**src/rtl/uart_tx_arb_pkg.sv**
```systemverilog
// uart_tx_arb_pkg -- constants and types shared by the UART transmit arbiter.
//   state_t   : arbiter FSM states (IDLE, SEND, WAIT)
//   N_REQ_DEF : default number of byte requesters
//   BYTE_W    : width of one transmitted byte
package uart_tx_arb_pkg;

    localparam int N_REQ_DEF = 4;
    localparam int BYTE_W    = 8;

    typedef enum logic [1:0] {
        IDLE = 2'd0,
        SEND = 2'd1,
        WAIT = 2'd2
    } state_t;

endpackage

```
**src/rtl/uart_tx_arb_if.sv**
```systemverilog
// uart_tx_arb_if -- requester-side and transmitter-side signals of the arbiter.
//   req      : per-requester byte-pending flag          (master -> slave)
//   req_data : byte i on [8i+7:8i]                      (master -> slave)
//   lock     : requester i keeps the grant after a byte (master -> slave)
//   tx_done  : end-of-frame pulse from the transmitter  (master -> slave)
//   ack      : one-cycle pulse when byte i is consumed  (slave -> master)
//   tx_de    : one-cycle start strobe to the transmitter(slave -> master)
//   tx_data  : byte to transmit, valid with tx_de       (slave -> master)
//   gnt      : one-hot current owner, zero when idle    (slave -> master)
//   err      : one-cycle watchdog timeout pulse         (slave -> master)
//
// Handshakes: req[i] acts as valid and ack[i] as the accept; requester i holds
// req[i] and its byte stable until it sees ack[i], and may drop req[i] before
// being granted. ack[i] is always coincident with tx_de, and tx_data is valid
// on that same cycle. tx_done closes the frame started by tx_de and is only
// looked at while the arbiter is waiting for it.
interface uart_tx_arb_if
    import uart_tx_arb_pkg::*;
#(
    parameter int N_REQ = N_REQ_DEF
);
    logic [N_REQ-1:0]        req;
    logic [BYTE_W*N_REQ-1:0] req_data;
    logic [N_REQ-1:0]        lock;
    logic [N_REQ-1:0]        ack;
    logic                    tx_de;
    logic [BYTE_W-1:0]       tx_data;
    logic                    tx_done;
    logic [N_REQ-1:0]        gnt;
    logic                    err;

    modport slave (
        input  req, req_data, lock, tx_done,
        output ack, tx_de, tx_data, gnt, err
    );

    modport master (
        output req, req_data, lock, tx_done,
        input  ack, tx_de, tx_data, gnt, err
    );
endinterface

```
**src/rtl/uart_rr_pick.sv**
```systemverilog
// uart_rr_pick -- combinational round-robin picker.
//   req        : request vector
//   last_grant : index of the most recent owner; the search starts one above it
//   onehot     : one-hot winner (zero if no request)
//   idx        : winner index
//   any        : at least one request is pending
module uart_rr_pick #(
    parameter int N_REQ = 4,
    parameter int IW    = 2
) (
    input  logic [N_REQ-1:0] req,
    input  logic [IW-1:0]    last_grant,
    output logic [N_REQ-1:0] onehot,
    output logic [IW-1:0]    idx,
    output logic             any
);

    logic [IW-1:0] cand;

    always_comb begin
        onehot = '0;
        idx    = '0;
        any    = 1'b0;
        cand   = '0;
        // Walk last_grant+1 .. last_grant+N_REQ (mod N_REQ); the first hit wins.
        for (int k = 1; k <= N_REQ; k++) begin
            cand = IW'((int'(last_grant) + k) % N_REQ);
            if (!any && req[cand]) begin
                any          = 1'b1;
                idx          = cand;
                onehot[cand] = 1'b1;
            end
        end
    end

endmodule

```
**src/rtl/uart_tx_arb.sv**
```systemverilog
// uart_tx_arb -- round-robin arbiter feeding bytes from N_REQ requesters into
// one UART transmitter.
//   clk       : clock, rising edge
//   rst       : synchronous active-high reset
//   bus       : uart_tx_arb_if.slave (req/req_data/lock/tx_done in,
//               ack/tx_de/tx_data/gnt/err out)
//   state_dbg : current FSM state
// Optional: define UART_TX_ARB_TIMEOUT_EN to enable the WAIT watchdog
// (err pulse after TIMEOUT_CYC cycles without tx_done); otherwise err is 0
// and WAIT waits indefinitely.
module uart_tx_arb
    import uart_tx_arb_pkg::*;
#(
    parameter int N_REQ       = N_REQ_DEF,
    parameter int TIMEOUT_CYC = 100000
) (
    input  logic           clk,
    input  logic           rst,
    uart_tx_arb_if.slave   bus,
    output state_t         state_dbg
);

    localparam int IW = (N_REQ > 1) ? $clog2(N_REQ) : 1;

    if (N_REQ < 2 || N_REQ > 8) begin : g_bad_n_req
        $error("uart_tx_arb: N_REQ must be in 2..8");
    end
    if (TIMEOUT_CYC < 1) begin : g_bad_timeout
        $error("uart_tx_arb: TIMEOUT_CYC must be at least 1");
    end

    state_t              state;
    logic [IW-1:0]       last_grant;
    logic [N_REQ-1:0]    gnt_q;
    logic [N_REQ-1:0]    ack_q;
    logic                tx_de_q;
    logic [BYTE_W-1:0]   tx_data_q;

    logic [N_REQ-1:0]    pick_oh;
    logic [IW-1:0]       pick_idx;
    logic                pick_any;
    logic                keep_owner;

    function automatic logic [BYTE_W-1:0] byte_of(input logic [BYTE_W*N_REQ-1:0] d,
                                                  input logic [IW-1:0] i);
        logic [BYTE_W-1:0] r;
        r = '0;
        for (int j = 0; j < N_REQ; j++) begin
            if (IW'(j) == i) r = d[BYTE_W*j +: BYTE_W];
        end
        return r;
    endfunction

    uart_rr_pick #(.N_REQ(N_REQ), .IW(IW)) u_pick (
        .req        (bus.req),
        .last_grant (last_grant),
        .onehot     (pick_oh),
        .idx        (pick_idx),
        .any        (pick_any)
    );

    // While an owner holds the grant, last_grant already equals its index.
    assign keep_owner = bus.lock[last_grant] & bus.req[last_grant];

`ifdef UART_TX_ARB_TIMEOUT_EN
    localparam int CW = $clog2(TIMEOUT_CYC + 1);
    logic [CW-1:0] wd_cnt;
    logic          wd_expire;
    logic          err_q;
    // wd_cnt equals the number of cycles since tx_de, so err lands exactly
    // TIMEOUT_CYC cycles after the start strobe.
    assign wd_expire = (wd_cnt == CW'(TIMEOUT_CYC - 1));
    assign bus.err   = err_q;
`else
    assign bus.err   = 1'b0;
`endif

    always_ff @(posedge clk) begin
        if (rst) begin
            state      <= IDLE;
            last_grant <= IW'(N_REQ - 1);
            gnt_q      <= '0;
            ack_q      <= '0;
            tx_de_q    <= 1'b0;
            tx_data_q  <= '0;
`ifdef UART_TX_ARB_TIMEOUT_EN
            wd_cnt     <= '0;
            err_q      <= 1'b0;
`endif
        end else begin
            tx_de_q <= 1'b0;
            ack_q   <= '0;
`ifdef UART_TX_ARB_TIMEOUT_EN
            err_q   <= 1'b0;
`endif
            case (state)
                IDLE: begin
                    if (pick_any) begin
                        state      <= SEND;
                        gnt_q      <= pick_oh;
                        ack_q      <= pick_oh;
                        tx_de_q    <= 1'b1;
                        tx_data_q  <= byte_of(bus.req_data, pick_idx);
                        last_grant <= pick_idx;
                    end
                end
                SEND: begin
                    state <= WAIT;
`ifdef UART_TX_ARB_TIMEOUT_EN
                    wd_cnt <= CW'(1);
`endif
                end
                WAIT: begin
                    if (bus.tx_done) begin
                        if (keep_owner) begin
                            // Locked owner goes again; priority does not rotate.
                            state     <= SEND;
                            ack_q     <= gnt_q;
                            tx_de_q   <= 1'b1;
                            tx_data_q <= byte_of(bus.req_data, last_grant);
                        end else if (pick_any) begin
                            state      <= SEND;
                            gnt_q      <= pick_oh;
                            ack_q      <= pick_oh;
                            tx_de_q    <= 1'b1;
                            tx_data_q  <= byte_of(bus.req_data, pick_idx);
                            last_grant <= pick_idx;
                        end else begin
                            state <= IDLE;
                            gnt_q <= '0;
                        end
                    end
`ifdef UART_TX_ARB_TIMEOUT_EN
                    else if (wd_expire) begin
                        // last_grant already names the timed-out owner.
                        err_q <= 1'b1;
                        state <= IDLE;
                        gnt_q <= '0;
                    end else begin
                        wd_cnt <= wd_cnt + 1'b1;
                    end
`endif
                end
                default: state <= IDLE;
            endcase
        end
    end

    assign bus.gnt     = gnt_q;
    assign bus.ack     = ack_q;
    assign bus.tx_de   = tx_de_q;
    assign bus.tx_data = tx_data_q;
    assign state_dbg   = state;

endmodule

```
**src/flat_wrapper.sv**
```systemverilog
// flat-port wrapper written by rule: the top's interface ports become plain ports
module uart_tx_arb_flat import uart_tx_arb_pkg::*;
#(
    parameter int N_REQ       = N_REQ_DEF,
    parameter int TIMEOUT_CYC = 100000
)
  (clk, rst, state_dbg, bus_req, bus_req_data, bus_lock, bus_tx_done, bus_ack, bus_tx_de, bus_tx_data, bus_gnt, bus_err);
  uart_tx_arb_if #(.N_REQ(N_REQ)) bus_i ();
  input  logic clk;
  input  logic rst;
  output state_t state_dbg;
  input wire logic [$bits(bus_i.req)-1:0] bus_req;
  input wire logic [$bits(bus_i.req_data)-1:0] bus_req_data;
  input wire logic [$bits(bus_i.lock)-1:0] bus_lock;
  input wire logic [$bits(bus_i.tx_done)-1:0] bus_tx_done;
  output wire logic [$bits(bus_i.ack)-1:0] bus_ack;
  output wire logic [$bits(bus_i.tx_de)-1:0] bus_tx_de;
  output wire logic [$bits(bus_i.tx_data)-1:0] bus_tx_data;
  output wire logic [$bits(bus_i.gnt)-1:0] bus_gnt;
  output wire logic [$bits(bus_i.err)-1:0] bus_err;
  assign bus_i.req = bus_req;
  assign bus_i.req_data = bus_req_data;
  assign bus_i.lock = bus_lock;
  assign bus_i.tx_done = bus_tx_done;
  assign bus_ack = bus_i.ack;
  assign bus_tx_de = bus_i.tx_de;
  assign bus_tx_data = bus_i.tx_data;
  assign bus_gnt = bus_i.gnt;
  assign bus_err = bus_i.err;
  uart_tx_arb #(.N_REQ(N_REQ), .TIMEOUT_CYC(TIMEOUT_CYC)) u_core (.clk(clk), .rst(rst), .bus(bus_i), .state_dbg(state_dbg));
endmodule
```
**config.mk**
```make
export PLATFORM = sky130hd
export DESIGN_NAME = uart_tx_arb_flat
export DESIGN_NICKNAME = d
export VERILOG_FILES = /design/src/rtl/uart_tx_arb_pkg.sv /design/src/rtl/uart_tx_arb_if.sv /design/src/rtl/uart_rr_pick.sv /design/src/rtl/uart_tx_arb.sv /design/src/flat_wrapper.sv
export SDC_FILE = /design/constraint.sdc
export NUM_CORES = 1
export LEC_CHECK = 0
export ABC_AREA = 1
export ABC_CLOCK_PERIOD_IN_PS = 4050
export BUFFER_PORTS_ARGS = -buffer_cell sky130_fd_sc_hd__buf_4
export CAP_MARGIN = 40
export CORE_UTILIZATION = 35
export CTS_CLUSTER_DIAMETER = 50
export DETAILED_ROUTE_END_ITERATION = 12
export MAX_ROUTING_LAYER = met4
export SETUP_SLACK_MARGIN = 0.02
export SLEW_MARGIN = 0
export SYNTH_ARGS = -nofsm -noshare
export SYNTH_HDL_FRONTEND = slang
export SYNTH_SLANG_ARGS = --single-unit
```
**constraint.sdc**
```tcl
create_clock -name clk -period 4.05 [get_ports clk]
set_clock_uncertainty 0.2 [all_clocks]
set_input_delay 0.2025 -clock clk [delete_from_list [all_inputs] [get_ports clk]]
set_output_delay 0.2025 -clock clk [all_outputs]
set_load 0.005 [all_outputs]
```
==> qor.yml <==
outcome:
  outcome: "finished clean"
floorplanning:
  die_y_um: 80.46
  dieArea_um2: 6474
  coreArea_um2: 5921
  core.rowCount: 28
  dieWidth_um: 80.46
  boundaryPins: 63
  start_util: 0.3639
routing:
  via_per_inst: 5.093
  drt_iter0_markers: 146
  drtAntennaViolNets: 0
  wire_per_inst_um: 13.33
  first_pass_iters: 4
  drc: 0
  vias: 2353
  finalWirelength_um: 6157
critical_path:
  cp-start-kind: "flip-flop"
  path_cells: "inv_4 -> ha_1 -> inv_1 -> nand3_1 -> nand2_4 -> nor2_4 -> nand4_1 -> nand2_4 -> inv_4 -> nor2_8 -> nand2_2 -> nand2_1 -> inv_1 -> nand2_1 -> nand2_1 -> nand2_1 -> a21oi_2"
  slowest_stage: "dfxtp_1"
  crit_top_cell: "nand2_1"
  r2r_end: "u_core.bus.tx_data[4]$_SDFFE_PP0P_"
  r2r-start: "u_core.last_grant[0]$_SDFFE_PP1P_"
  cpPeakStageDelay_ps: 660
  timing.reg2reg.setup_slack_ps: 930
  cp.arrival_ps: 3050
  required_ps: 3980
  r2r_cells: 17
  crit_fanout: 15
  end_kind: "flip-flop"
  path_class: "flip-flop to flip-flop"
grt:
  grt_antenna_before_repair: 0
  grt_pass1_vias: 2165
  grt-ovfl-total: 0
  grt_max_degree: 19
  track_usage: 0.2018
  grt_pass1_wl_um: 10080
layout:
  stdcell_count: 462
  syn2layout_area_growth_pct: 24.33
  drive_above_1_share: 0.2739
  layout_commonest_cell: "nand2_1"
  post-route-util: 0.4525
  fin_area_um2: 2679
  diodes: 0
  final_cell_mix: "84 x nand2_1, 62 x buf_4, 48 x inv_1"
  nets: 439
placed_design:
  place_hpwl_um: 4750
  placed_cell_area_um2: 2634
  gp_congestion: 0.8815
  dpl.cell_count: 458
  port_buffers: 61
power:
  pwr_density_cell_nw_per_um2: 851.3
  p_leak_uw: 0.001326
  irDropWorstVdd_mv: 0.3634
sta:
  finalHoldViolations: 0
  final.period_utilization: 0.7703
  fin_setup_tns_ps: 0
  clock.fmax_mhz: 320.5
  slew_viol_final: 0
  setup_viol: 0
  worst_pin_slew_ps: 531.2
  period_needed_ps: 3120
  rsz0062_at_grt: "false"
  relSlewSlack: 0.6454
clock_tree:
  clock-sinks: 21
  cts_resized: 0
  cts-root-buf: "clkbuf_8"
  cts_tree: "yes"
  cts_setup_buffers: 0
  cts.reportedPaths.clkPinSlew_ps: 70
  ctsHoldBuffers: 0
  cts.htree.levels: 1
  cts.path.max_buffers: 2
  cts_made_buffers: 3
  worstSkewPairLatency_ps: 260
logic_synthesis:
  ys_ff_latch: 21
  synthesis.nets: 383
  synth_cell_types: 36
  postSynthCellCount: 332
  ys.flop_type: "dfxtp_1"
  syn-cell-area_um2: 2155
  ys_seq_area_frac: 0.1951
  ys_warn_count: 0
  synth-async-reset-ratio: 0
  synth_edf_count: 0
  synth.avg_cell_area_um2: 6.490
hold_path:
  hold_path.class: "primary input to flip-flop"
  min_to: "u_core.bus.gnt[3]$_SDFFE_PP0P_"
  whs_path_depth: 2
  hp-start: "rst"
flow_run:
  max_cap_violations: 0
state kept, by name, summed over array words and instances, names as in the netlist:
| register | count |
|---|---|
| u_core.bus.tx_data | 8 |
| u_core.bus.ack | 4 |
| u_core.bus.gnt | 4 |
| u_core.bus.tx_de | 1 |
| u_core.state_dbg | 2 |
| u_core.last_grant | 2 |
layer usage:
metal | track usage | share of wire | vias up
met5 | - | 0 | -
met4 | 0.03214 | 0.014 | 0
met3 | 0.03523 | 0.075 | 10
met2 | 0.3314 | 0.45 | 96
met1 | 0.2623 | 0.46 | 1033
li1 | - | - | 1214
worst max-delay path by stage:
stage | from | end
detailed placement | u_core.last_grant[0]$_SDFFE_PP1P_ | u_core.bus.tx_data[6]$_SDFFE_PP0P_
global placement | u_core.last_grant[0]$_SDFFE_PP1P_ | u_core.bus.tx_data[4]$_SDFFE_PP0P_
global route | u_core.last_grant[0]$_SDFFE_PP1P_ | u_core.bus.gnt[1]$_SDFFE_PP0P_
CTS | u_core.last_grant[0]$_SDFFE_PP1P_ | u_core.bus.tx_data[6]$_SDFFE_PP0P_
finish | u_core.last_grant[0]$_SDFFE_PP1P_ | u_core.bus.tx_data[4]$_SDFFE_PP0P_
floorplan | u_core.last_grant[0]$_SDFFE_PP1P_ | u_core.bus.tx_data[1]$_SDFFE_PP0P_
critical path: cells and delay by family, from the launching register on:
family,cells,cell delay (ps)
flops,1,660
fa+ha+maj,1,400
compound gates,1,50
simple gates,11,1230
buf+inv,4,440
synth_stat cells, types with 6 or more instances:
library cell / number / area share
a21oi_1: 10 / 0.023
a21oi_2: 6 / 0.024
a221oi_1: 8 / 0.033
dfxtp_1: 21 / 0.20
ha_1: 8 / 0.046
inv_1: 48 / 0.084
nand2_1: 84 / 0.15
nand2_2: 13 / 0.038
nand3_1: 22 / 0.051
nor2_1: 14 / 0.024
o21ai_0: 37 / 0.086
o221ai_1: 9 / 0.037
cells by family after synthesis:
family          after synthesis  synth area share
simple gates                153            0.3711
compound gates               84            0.2520
buf+inv                      65            0.1336
flops                        21            0.1951
fa+ha+maj                     8           0.04646
other cells                   1          0.001740
stage by stage:
step	setup WS, ps	hold WS [ps]	power, µW
floorplan	1412	80.97	1739
global placement	1035	275.5	2129
detailed placement	979.5	275.4	2151
CTS	948.7	23.27	2291
global route	672.4	21.28	2533
finish	930.3	27.28	2280
power breakdown:
group	internal [µW]	leakage [µW]	switching [µW]
combinational	630	0.00113	1150
clock	69.9	0.0000228	62.5
sequential	291	0.000173	76.3
total	990	0.00133	1290
final cells by class:
| cell class | instances | area (µm²) |
|---|---|---|
| inverters | 54 | 207.7 |
| multi-input cells | 246 | 1446 |
| fillers | 651 | 3242 |
| clock buffers | 4 | 45.04 |
| flip-flops and latches | 21 | 420.4 |
| repair buffers | 62 | 465.4 |
| well taps | 75 | 93.84 |
No activity file was read; power rests on OpenSTA's default activity.
